`config.mk`:
```
export PLATFORM = sky130hd
export DESIGN_NAME = serial_magnitude_compare_ctrl
export DESIGN_NICKNAME = d
export VERILOG_FILES = /design/src/rtl/serial_magnitude_compare_ctrl.sv
export SDC_FILE = /design/constraint.sdc
export NUM_CORES = 1
export LEC_CHECK = 0
export BUFFER_PORTS_ARGS = -buffer_cell sky130_fd_sc_hd__buf_4
export CAP_MARGIN = 25
export CORE_UTILIZATION = 30
export DETAILED_ROUTE_END_ITERATION = 10
export GPL_TIMING_DRIVEN = 0
export RECOVER_POWER = 25
export SLEW_MARGIN = 10
export SYNTH_ARGS = -nofsm -noshare
export SYNTH_HDL_FRONTEND = slang
export SYNTH_SLANG_ARGS = --single-unit
```
`constraint.sdc`:
```
create_clock -name clk -period 4.85 [get_ports clk]
set_clock_uncertainty 0.1 [all_clocks]
set_input_delay 0.485 -clock clk [delete_from_list [all_inputs] [get_ports clk]]
set_output_delay 0.485 -clock clk [all_outputs]
set_load 0.02 [all_outputs]
```
`src/rtl/serial_magnitude_compare_ctrl.sv`:
```
// serial_magnitude_compare_ctrl
//
// Compares two WIDTH-bit unsigned operands by stepping a single 4-bit magnitude
// slice across the operand nibbles, most significant nibble first. The compare
// stops at the first unequal nibble. This trades latency (1..NIB cycles) for the
// area of a full-width comparator tree.
//
// Ports:
//   clk        rising-edge clock
//   rst        synchronous reset, active-high; aborts any compare in flight
//   start      request a compare; only sampled while idle
//   A, B       operands, captured when start is accepted
//   busy       high while a compare is in progress
//   done       one-cycle pulse when eq/a_less_b/a_gt_b/nib_count are updated
//   eq         A == B for the last completed compare
//   a_less_b   A <  B (unsigned) for the last completed compare
//   a_gt_b     A >  B (unsigned) for the last completed compare
//   nib_count  nibbles examined by the last completed compare (1..NIB)

module serial_magnitude_compare_ctrl #(
  parameter int unsigned WIDTH = 16,
  localparam int unsigned NIB = WIDTH / 4,
  localparam int unsigned CW  = $clog2(NIB) + 1
) (
  input  logic             clk,
  input  logic             rst,
  input  logic             start,
  input  logic [WIDTH-1:0] A,
  input  logic [WIDTH-1:0] B,
  output logic             busy,
  output logic             done,
  output logic             eq,
  output logic             a_less_b,
  output logic             a_gt_b,
  output logic [CW-1:0]    nib_count
);

  // Index width; kept at least 1 bit so a single-nibble build still elaborates.
  localparam int unsigned IW = (NIB > 1) ? $clog2(NIB) : 1;

  typedef enum logic [0:0] {
    StIdle,
    StCompare
  } state_e;

  state_e           state_q, state_d;
  logic [WIDTH-1:0] a_q, a_d;
  logic [WIDTH-1:0] b_q, b_d;
  logic [IW-1:0]    idx_q, idx_d;
  logic [CW-1:0]    cnt_q, cnt_d;
  logic             busy_q, busy_d;
  logic             done_q, done_d;
  logic             eq_q, eq_d;
  logic             lt_q, lt_d;
  logic             gt_q, gt_d;
  logic [CW-1:0]    nib_count_q, nib_count_d;

  // Shared 4-bit slice: select the current nibble of each captured operand.
  logic [WIDTH-1:0] a_sh, b_sh;
  logic [3:0]       a_nib, b_nib;
  logic             slice_eq, slice_lt, slice_gt;

  always_comb begin
    a_sh     = a_q >> {idx_q, 2'b00};
    b_sh     = b_q >> {idx_q, 2'b00};
    a_nib    = a_sh[3:0];
    b_nib    = b_sh[3:0];
    slice_eq = (a_nib == b_nib);
    slice_lt = (a_nib < b_nib);
    slice_gt = (a_nib > b_nib);
  end

  always_comb begin
    state_d     = state_q;
    a_d         = a_q;
    b_d         = b_q;
    idx_d       = idx_q;
    cnt_d       = cnt_q;
    busy_d      = busy_q;
    done_d      = 1'b0;
    eq_d        = eq_q;
    lt_d        = lt_q;
    gt_d        = gt_q;
    nib_count_d = nib_count_q;

    unique case (state_q)
      StIdle: begin
        busy_d = 1'b0;
        if (start) begin
          a_d     = A;
          b_d     = B;
          idx_d   = IW'(NIB - 1);
          cnt_d   = '0;
          busy_d  = 1'b1;
          state_d = StCompare;
        end
      end

      StCompare: begin
        cnt_d = cnt_q + CW'(1);
        if (!slice_eq) begin
          // First differing nibble decides the whole compare.
          eq_d        = 1'b0;
          lt_d        = slice_lt;
          gt_d        = slice_gt;
          nib_count_d = cnt_q + CW'(1);
          done_d      = 1'b1;
          busy_d      = 1'b0;
          state_d     = StIdle;
        end else if (idx_q == '0) begin
          eq_d        = 1'b1;
          lt_d        = 1'b0;
          gt_d        = 1'b0;
          nib_count_d = CW'(NIB);
          done_d      = 1'b1;
          busy_d      = 1'b0;
          state_d     = StIdle;
        end else begin
          idx_d = idx_q - IW'(1);
        end
      end

      default: begin
        state_d = StIdle;
        busy_d  = 1'b0;
      end
    endcase
  end

  always_ff @(posedge clk) begin
    if (rst) begin
      state_q     <= StIdle;
      a_q         <= '0;
      b_q         <= '0;
      idx_q       <= '0;
      cnt_q       <= '0;
      busy_q      <= 1'b0;
      done_q      <= 1'b0;
      eq_q        <= 1'b0;
      lt_q        <= 1'b0;
      gt_q        <= 1'b0;
      nib_count_q <= '0;
    end else begin
      state_q     <= state_d;
      a_q         <= a_d;
      b_q         <= b_d;
      idx_q       <= idx_d;
      cnt_q       <= cnt_d;
      busy_q      <= busy_d;
      done_q      <= done_d;
      eq_q        <= eq_d;
      lt_q        <= lt_d;
      gt_q        <= gt_d;
      nib_count_q <= nib_count_d;
    end
  end

  assign busy      = busy_q;
  assign done      = done_q;
  assign eq        = eq_q;
  assign a_less_b  = lt_q;
  assign a_gt_b    = gt_q;
  assign nib_count = nib_count_q;

endmodule

```
==> results.yml <==
outcome:
  status: "completed"
timing:
  fin_setup_tns_ps: 0
  hold_viol_final: 0
  final_max_slew_viol_count: 0
  final-setup-viol-count: 0
  fmax_ghz: 0.417
  max-slew-margin-rel_pct: 66.4
  hold_slack_ps: 318
  grt_setup_unrepaired: "false"
  setup_slack_ps: 2450
  worst-slew-pin-transition_ps: 504
  finalCritPeriodShare_pct: 49.4
  fin_crit_ps: 2400
cts:
  clock_sink_count: 46
  worst_skew_pair.late_latency_ps: 300
  cts_repair_resize_count: 0
  post-cts-setup-buffer-count: 0
  cts_made_buffers: 5
  ctsRootBufferMaster: "sky130_fd_sc_hd__clkbuf_8"
  holdBufCountCts: 0
  htree_num_levels: 2
  path_clk_slew_ps: 80
  tritoncts: "yes"
  clock_tree.buffer_depth: 2
logic_synthesis:
  synth.yosys.warnings: 0
  netlist_instances: 223
  post_synth.cell_area_avg_um2: 8.81
  synth_nets: 264
  ys_types: 30
  synth-compound-area-share_pct: 14.0
  synth_ff_type: "sky130_fd_sc_hd__dfxtp_1"
  synth_async_sr_flop_share_pct: 0
  synth_sequential_area_ratio_pct: 46.9
  synth-edff-count: 0
  post_synth_instance_area_um2: 1960
  synthXorXnorAreaFrac_pct: 0.446
  main_combinational_cell_family_by_area_after_synthesis: "simple AND/OR/NAND/NOR gates"
  synthAdderAreaFrac_pct: 3.82
  synthSimpleGateAreaFrac_pct: 19.0
  synth.ff_latch_count: 46
  post_synth_mux_area_share_pct: 9.68
global_route:
  grt_start_max_net_pins: 14
  total_routing_resource_utilization_after_global_routing_pct: 13.8
  number_of_antenna_violations_at_the_first_check_in_global_routing: 0
  via_count_of_the_first_global_routing_pass: 1518
  grt_first_pass_wirelength_um: 7330
  grt_overflow: 0
final_layout:
  layout-drive-gt1-share_pct: 24.7
  area.growth.synth_to_final_pct: 25.6
  antenna_cells: 0
  nNetsFinal: 312
run:
  maxCapViolCount: 0
min_path:
  worstHoldPathCells: 3
  hold_path.class: "primary input to flip-flop"
  hold_path_startpoint: "B[11]"
  hold_end: "b_q[11]$_SDFFE_PP0P_"
pwr:
  pwr_density_cell_nw_per_um2: 376
  clk_pwr_share_pct: 31.5
  leakagePower_nw: 1.01
  netSwitchingPower_mw: 0.257
  vdd_ir_drop_max_mv: 0.182
  netSwitchingFraction_pct: 27.7
  power.share.combinational_pct: 22.5
  power_frac_seq_pct: 46.1
  p_int_mw: 0.671
drt:
  finalWirelength_um: 4400
  drt_pre_antenna_iters: 4
  post_route_ant_nets: 0
  drt_iter0_markers: 96
  avgViaCountPerCell: 4.65
  wl_per_cell_um: 12.6
  drt_drc_violations_left: 0
  routed-via-count: 1619
worst_setup_path:
  crit_chain: "buf_6, mux4_2, ha_1, nand3_2, o21ai_2, a21oi_1, a311oi_1"
  critical_path_s_slowest_cell: "sky130_fd_sc_hd__mux4_2"
  rr_endpoint: "idx_q[0]$_SDFFE_PP0P_"
  worst_path_dominant_cell_family: "compound AO/OA/AOI/OAI gates"
  setup.worst_path.start_class: "flip-flop"
  rr_worst_depth: 7
  critPathBufInv: 1
  worst_setup_path_category: "flip-flop to flip-flop"
  worst_ep_arrival_time_ps: 2500
  regToRegSetupSlack_ps: 2450
  timing.rr.start: "idx_q[0]$_SDFFE_PP0P_"
  timing.critical_path.required_ps: 4960
  path_max_fanout: 10
  crit_path_max_incr_delay_ps: 530
  worst_setup_path_end_kind: "flip-flop"
die:
  floorplan.die.width_um: 82.9
  die_area_um2: 6880
  boundaryPins: 43
  start_util_pct: 30.9
  core.rowCount: 29
  die_h_um: 82.9
  core_area_um2: 6350
placement:
  dpl.hpwl_um: 3240
  numPortBuffers: 41
  final_weighted_congestion_in_routability_driven_placement: 0.781
  preCtsSetupSlack_ps: 2460
worst max-delay path by stage:
stage                          startpoint  depth (start not counted)                    end
floorplan           idx_q[0]$_SDFFE_PP0P_                          7    a_gt_b$_SDFFE_PP0P_
global placement    idx_q[0]$_SDFFE_PP0P_                          7  idx_q[0]$_SDFFE_PP0P_
detailed placement  idx_q[0]$_SDFFE_PP0P_                          7  idx_q[0]$_SDFFE_PP0P_
CTS                 idx_q[0]$_SDFFE_PP0P_                          7  idx_q[0]$_SDFFE_PP0P_
global route        idx_q[0]$_SDFFE_PP0P_                          7  idx_q[0]$_SDFFE_PP0P_
finish              idx_q[0]$_SDFFE_PP0P_                          7  idx_q[0]$_SDFFE_PP0P_
layout make-up:
type                    instances  area (um^2)
well taps                      77         96.3
flip-flops and latches         46          921
fillers                       645         3880
plain buffers                  16         76.3
repair buffers                 41          308
clock inverters                 1         30.0
clock buffers                   6         82.6
inverters                       8         30.0
multi-input cells             153          923
per-layer routing:
metal	track usage (%)	up-vias	part of all wire (%)
met1	17.4	727	48
met5	0	-	0
met3	4.08	4	5.8
li1	-	846	-
met2	21.5	42	45
met4	6.58	0	1.3
state kept, by name, indices dropped and copies added (netlist names):
signal / count
done: 1
b_q: 16
eq: 1
busy: 1
a_less_b: 1
cnt_q: 3
nib_count: 3
a_gt_b: 1
state_q: 1
idx_q: 2
a_q: 16
layout by cell type, fill, tap and decap left out:
cell type                   instances
sky130_fd_sc_hd__nand2_1           66
sky130_fd_sc_hd__dfxtp_1           46
sky130_fd_sc_hd__buf_4             42
sky130_fd_sc_hd__a21oi_1           39
sky130_fd_sc_hd__clkbuf_1          10
sky130_fd_sc_hd__mux4_2             8
sky130_fd_sc_hd__inv_1              8
sky130_fd_sc_hd__nor2_1             7
sky130_fd_sc_hd__ha_1               6
sky130_fd_sc_hd__clkbuf_8           6
sky130_fd_sc_hd__buf_2              4
sky130_fd_sc_hd__nor2b_1            3
sky130_fd_sc_hd__nand2b_1           2
sky130_fd_sc_hd__or2_2              2
sky130_fd_sc_hd__a311oi_1           2
sky130_fd_sc_hd__o21ai_0            2
sky130_fd_sc_hd__o2bb2ai_1          2
sky130_fd_sc_hd__a22o_1             2
sky130_fd_sc_hd__buf_6              1
sky130_fd_sc_hd__nand3_2            1
sky130_fd_sc_hd__o21ai_2            1
sky130_fd_sc_hd__nand3b_1           1
sky130_fd_sc_hd__nand3_1            1
sky130_fd_sc_hd__nand4_1            1
sky130_fd_sc_hd__a221oi_1           1
sky130_fd_sc_hd__and2b_2            1
sky130_fd_sc_hd__xor2_1             1
sky130_fd_sc_hd__nor3_1             1
sky130_fd_sc_hd__nor3b_1            1
sky130_fd_sc_hd__and2_1             1
sky130_fd_sc_hd__mux2i_1            1
sky130_fd_sc_hd__bufinv_16          1
metrics by stage:
step	util [%]	power (mW)	cells	cell area [um^2]
after floorplan	-	0.578	223	1960
after global placement	37.3	0.648	341	2370
after detailed placement	37.3	0.651	341	2370
after CTS	39.1	0.941	348	2480
after global routing	38.9	0.978	348	2470
final	38.9	0.928	348	2470
worst min-delay path, stage by stage:
cell                      delay [ps]
sky130_fd_sc_hd__buf_4           110
sky130_fd_sc_hd__nand2_1          40
sky130_fd_sc_hd__a21oi_1          50
power groups by stage:
stage	Clock, mW	Sequential (mW)	Combinational, mW
final	0.292	0.427	0.208
after global routing	0.314	0.432	0.233
after CTS	0.299	0.428	0.214
after detailed placement	0	0.437	0.214
after global placement	0	0.436	0.212
after floorplan	0	0.443	0.135
cells in the mapped netlist (3+ instances only):
master	instances	area [um^2]
sky130_fd_sc_hd__nand2_1	66	248
sky130_fd_sc_hd__dfxtp_1	46	921
sky130_fd_sc_hd__a21oi_1	39	195
sky130_fd_sc_hd__inv_1	8	30.0
sky130_fd_sc_hd__mux4_2	8	180
sky130_fd_sc_hd__nor2_1	7	26.3
sky130_fd_sc_hd__buf_2	6	30.0
sky130_fd_sc_hd__ha_1	6	75.1
sky130_fd_sc_hd__clkbuf_1	5	18.8
sky130_fd_sc_hd__buf_4	4	30.0
sky130_fd_sc_hd__nor2b_1	3	18.8
kinds of logic after synthesis:
kind of cell	Yosys count
compound gates	49
simple gates	88
buf+inv	24
mux	9
xor+xnor	1
fa+ha+maj	6
flops	46
(Power assumes the default switching activity.)
